### src/rtl/conv_kxk_stream.sv
// Streaming KxK signed convolution: sliding window x runtime-loaded kernel, 3-stage pipeline.
// Define CONV_SAT_EN to clamp the result to OUT_W (with o_sat); otherwise the result wraps.
module conv_kxk_stream #(
    parameter int K         = 3,
    parameter int DATA_W    = 8,
    parameter int COEF_W    = 8,
    parameter int OUT_W     = 8,
    parameter int FRAC_BITS = 7
) (
    input  logic                    clk,
    input  logic                    i_nrst,
    input  logic                    i_load_knl,
    input  logic                    i_data_valid,
    input  logic                    i_sol,
    input  logic [K*DATA_W-1:0]     i_data,
    output logic signed [OUT_W-1:0] o_pixel,
    output logic                    o_valid,
    output logic                    o_sat
);

    localparam int NP     = K * K;
    localparam int PROD_W = DATA_W + COEF_W;
    localparam int SUM_W  = PROD_W + $clog2(NP);
    localparam int FILL_W = $clog2(K + 1);

    logic                    accept;
    logic [FILL_W-1:0]       fill_reg, fill_next;
    logic                    launch;
    logic                    tok_reg, s1_valid_reg, s2_valid_reg;
    logic [NP*COEF_W-1:0]    knl_flat;
    logic [NP*DATA_W-1:0]    win_flat;
    logic [NP*PROD_W-1:0]    prod_flat;
    logic signed [SUM_W-1:0] sum_reg, sum_next;
    logic signed [SUM_W:0]   rnd_sum, shifted;
    logic signed [OUT_W-1:0] pix_next;
    logic                    sat_next;

    assign accept = i_data_valid && !i_load_knl;

    // Kernel and window cells share one shift discipline: column 0 takes the
    // incoming lane, column c takes column c-1, so knl[r][c] always pairs with win[r][c].
    genvar gi, gj;
    generate
        for (gi = 0; gi < K; gi++) begin : g_row
            for (gj = 0; gj < K; gj++) begin : g_col
                localparam int IDX = gi * K + gj;
                logic signed [COEF_W-1:0] knl_reg, knl_in;
                logic signed [DATA_W-1:0] win_reg, win_in;
                logic signed [PROD_W-1:0] prod_reg;

                if (gj == 0) begin : g_head
                    assign knl_in = i_data[gi*DATA_W +: COEF_W];
                    assign win_in = i_data[gi*DATA_W +: DATA_W];
                end else begin : g_tail
                    assign knl_in = knl_flat[(IDX-1)*COEF_W +: COEF_W];
                    assign win_in = win_flat[(IDX-1)*DATA_W +: DATA_W];
                end

                always_ff @(posedge clk or negedge i_nrst) begin
                    if (!i_nrst) begin
                        knl_reg  <= '0;
                        win_reg  <= '0;
                        prod_reg <= '0;
                    end else begin
                        if (i_load_knl)
                            knl_reg <= knl_in;
                        if (accept)
                            win_reg <= win_in;
                        prod_reg <= PROD_W'(win_reg) * PROD_W'(knl_reg);
                    end
                end

                assign knl_flat[IDX*COEF_W +: COEF_W]  = knl_reg;
                assign win_flat[IDX*DATA_W +: DATA_W]  = win_reg;
                assign prod_flat[IDX*PROD_W +: PROD_W] = prod_reg;
            end
        end
    endgenerate

    always_comb begin
        fill_next = fill_reg;
        if (i_load_knl)
            fill_next = '0;
        else if (i_data_valid) begin
            if (i_sol)
                fill_next = FILL_W'(1);
            else if (fill_reg != FILL_W'(K))
                fill_next = fill_reg + 1'b1;
        end
        launch = accept && (fill_next == FILL_W'(K));
    end

    always_comb begin
        sum_next = '0;
        for (int i = 0; i < NP; i++)
            sum_next = sum_next + SUM_W'($signed(prod_flat[i*PROD_W +: PROD_W]));
    end

    // One guard bit above the sum keeps the rounding add from overflowing.
    generate
        if (FRAC_BITS > 0) begin : g_round
            localparam logic signed [SUM_W:0] ROUND = (SUM_W+1)'(1) <<< (FRAC_BITS - 1);
            assign rnd_sum = (SUM_W+1)'(sum_reg) + ROUND;
        end else begin : g_noround
            assign rnd_sum = (SUM_W+1)'(sum_reg);
        end
    endgenerate

    assign shifted = rnd_sum >>> FRAC_BITS;

`ifdef CONV_SAT_EN
    localparam logic signed [SUM_W:0] OUT_MAX = (SUM_W+1)'((2 ** (OUT_W - 1)) - 1);
    localparam logic signed [SUM_W:0] OUT_MIN = -(SUM_W+1)'(2 ** (OUT_W - 1));

    always_comb begin
        pix_next = shifted[OUT_W-1:0];
        sat_next = 1'b0;
        if (shifted > OUT_MAX) begin
            pix_next = OUT_MAX[OUT_W-1:0];
            sat_next = 1'b1;
        end else if (shifted < OUT_MIN) begin
            pix_next = OUT_MIN[OUT_W-1:0];
            sat_next = 1'b1;
        end
    end
`else
    always_comb begin
        pix_next = shifted[OUT_W-1:0];
        sat_next = 1'b0;
    end
`endif

    always_ff @(posedge clk or negedge i_nrst) begin
        if (!i_nrst) begin
            fill_reg     <= '0;
            tok_reg      <= 1'b0;
            s1_valid_reg <= 1'b0;
            s2_valid_reg <= 1'b0;
            sum_reg      <= '0;
            o_pixel      <= '0;
            o_valid      <= 1'b0;
            o_sat        <= 1'b0;
        end else begin
            fill_reg     <= fill_next;
            tok_reg      <= launch;
            s1_valid_reg <= tok_reg;
            s2_valid_reg <= s1_valid_reg;
            sum_reg      <= sum_next;
            o_pixel      <= pix_next;
            o_valid      <= s2_valid_reg;
            o_sat        <= sat_next && s2_valid_reg;
        end
    end

endmodule
### config.mk
export PLATFORM = sky130hd
export DESIGN_NAME = conv_kxk_stream
export DESIGN_NICKNAME = d
export VERILOG_FILES = /design/src/rtl/conv_kxk_stream.sv
export SDC_FILE = /design/constraint.sdc
export NUM_CORES = 2
export LEC_CHECK = 0
export ABC_AREA = 0
export ABC_CLOCK_PERIOD_IN_PS = 12700
export CORE_ASPECT_RATIO = 0.75
export CORE_MARGIN = 3
export CORE_UTILIZATION = 35
export DETAILED_ROUTE_END_ITERATION = 6
export DONT_BUFFER_PORTS = 1
export PLACE_DENSITY = 0.51
export SLEW_MARGIN = 20
export SYNTH_ARGS = -nofsm -noshare
export SYNTH_HDL_FRONTEND = slang
export SYNTH_SLANG_ARGS = --single-unit
### constraint.sdc
create_clock -name clk -period 12.7 [get_ports clk]
set_input_delay 3.175 -clock clk [delete_from_list [all_inputs] [get_ports clk]]
set_output_delay 3.175 -clock clk [all_outputs]
set_load 0.02 [all_outputs]
==> impl_metrics.yaml <==
synth:
  synth-async-reset-ratio_pct: 100
  ys.flop_type: "dfrtp_1"
  netlist_area_um2: 33400
  synth_area_per_cell_um2: 10.5
  ys_seq_area_share_pct: 22.6
  yosysMostFrequentCell: "inv_1"
  synth_edf_count: 0
  synthTopCellsByCount: "inv_1 (789), fa_1 (561), and2_1 (359)"
  synth_area_leaders: "fa_1 (34%), dfrtp_1 (23%), ha_1 (9.6%)"
  syn_inst: 3179
  synth_top_cell_area_share_pct: 33.6
  synth_top_area_cell: "fa_1"
  syn-num-nets: 4025
  ys_ff_latch: 302
  yosys_warnings: 0
  yosysUniqueCellTypes: 43
sta:
  tns_ns: 0
  layout_worst_path_cycle_share_pct: 37.3
  fin_crit_ns: 4.74
  rsz0062_at_grt: "no"
  finalSetupViolCount: 0
  finClkSkew_ns: 0.0231
  worst_pin_slew_ns: 0.826
  hold_viol: 0
  slew_headroom_pct: 44.8
  clock.fmax_mhz: 211
  finalMaxSlewViolations: 0
die:
  start_util_pct: 35.5
  num_rows: 97
  die_h_um: 274
  dieArea_um2: 99300
  die_w_um: 363
  core_area_um2: 94100
  io_pins: 39
clocking:
  clock_latency_ns: 0.57
  ctsRootBufferMaster: "clkbuf_16"
  cts_tree: "yes"
  htreeDepth: 2
  cts_num_sinks: 302
  cts_setup_buffers: 0
  numCtsBuffers: 36
  ctsResizeCount: 0
  path_clk_slew_ns: 0.07
  ctsLongestPathBuffers: 3
  ctsHoldBuffers: 0
critical_path:
  crit_family: "adder cells"
  cpMaxStageDelayCell: "a2111oi_0"
  path_class: "register to register"
  slowest_delay_ns: 0.63
  crit_buf_inv: 4
  crit_path_start_kind: "register"
  path_max_fanout: 10
  r2r_slack_ns: 7.96
  end_kind: "register"
  cp.arrival_ns: 5.23
  path_cells: "and2_1 > fa_1 > inv_1 > fa_1 > inv_1 > fa_1 > inv_1 > fa_1 > inv_1 > ha_1 > o21a_1 > a2111oi_0 > o21bai_1 > a21oi_1 > xnor2_1"
  worstPathRequired_ns: 13.19
grt:
  grt_pass1_vias: 21000
  antenna_found_initial: 4
  grt_max_degree: 303
  grt_pass1_wl_um: 123000
  grt_usage_pct: 15.8
  grt-ovfl-total: 0
layout:
  drive_gt1_share_pct: 6.68
  syn_to_final_growth_pct: 7.45
  largest_register_ffs: 135
  final_nets: 3994
placed_design:
  port_buffers: 0
  hpwl_um: 58300
  gp_congestion: 0.781
drt:
  totalWireLength_um: 73500
  viasPerCell: 4.48
  drtAntennaViolNets: 0
  drc: 0
  vias: 19800
  post_drt_wl_per_cell_um: 16.7
  drtIter0Drc: 989
  dr.pass1.iters: 4
run:
  maxCapViolations: 0
status:
  outcome: "finished, final reports clean"
worst_hold_path:
  hold_class: "register to register"
through the flow:
| step | std cells | utilization [%] | worst slack, ns | hold slack [ns] | area [um2] |
|---|---|---|---|---|---|
| after detailed placement | 4347 | 36.9 | 7.42 | 0.336 | 34700 |
| after global placement | 4347 | 36.9 | 7.47 | 0.346 | 34700 |
| after global routing | 4411 | 38.2 | 7.65 | 0.373 | 35900 |
| after CTS | 4411 | 38.2 | 7.96 | 0.362 | 35900 |
| final | 4412 | 38.2 | 7.96 | 0.360 | 35900 |
| after floorplan | 3179 | - | 8.37 | 0.331 | 33400 |
layout make-up:
type / count / area, um2
timing repair buffer: 1 / 7.51
multi-input combinational: 2018 / 22600
tap: 1237 / 1550
inverter: 789 / 2960
sequential: 302 / 7560
clock inverter: 12 / 146
clock buffer: 52 / 1050
fill: 9293 / 58200
antenna: 1 / 2.50
path summary, 6_finish.rpt:
path | from | end | cells after the start
setup / recovery | g_row[0].g_col[2].win_reg[7]$_DFFE_PN0P_ | g_row[0].g_col[2].prod_reg[13]$_DFF_PN0_ | 15
hold / removal | s1_valid_reg$_DFF_PN0_ | s2_valid_reg$_DFF_PN0_ | 0
setup reg to reg | g_row[0].g_col[2].win_reg[7]$_DFFE_PN0P_ | g_row[0].g_col[2].prod_reg[13]$_DFF_PN0_ | 15
hold reg to reg | s1_valid_reg$_DFF_PN0_ | s2_valid_reg$_DFF_PN0_ | 0
max in group asynchronous | i_nrst | fill_reg[0]$_DFF_PN0_ | 0
min in group asynchronous | i_nrst | g_row[0].g_col[2].knl_reg[7]$_DFFE_PN0P_ | 0
cell usage in the layout, fill, tap and decap left out, types with 5 or more instances in the layout:
cell type / count
ha_1: 256
a21oi_1: 52
inv_1: 789
nor2b_1: 51
clkbuf_16: 37
clkbuf_8: 7
nand2b_1: 30
o21bai_1: 22
clkbuf_1: 8
a311oi_1: 5
o31a_1: 5
a21o_1: 17
clkinv_2: 6
nand3_1: 9
o21ai_0: 38
dfrtp_1: 302
xor2_1: 30
mux2_2: 144
fa_1: 561
nor3_1: 18
nor2b_4: 5
nor2_1: 50
xnor2_1: 147
and2_1: 359
nand2_1: 166
o21a_1: 11
nand4_1: 5
metal layers:
layer  vias up  track usage (%)  wire, um
li1       9390                -         -
met1     10100             26.3     40700
met2       228             21.6     29200
met3        54             2.17      2730
met4         0             2.50       861
met5         -                0         0
kinds of logic (layout without fill, tap and decap cells):
family                     Yosys count  count (layout)  synth area share [%]
AOI/OAI and AO/OA                  175             175                  3.44
xor gates and xnor gates           177             177                  4.64
adders and majority gates          817             817                  43.2
buffers and inverters              859             854                  9.69
DFF                                302             302                  22.6
muxes                              144             144                  4.85
other                                1               2                0.0112
and+or+nand+nor                    704             704                  11.6
Power is not shown: default switching activity piles up to over one toggle a cycle in this logic, so the estimate is an artifact.
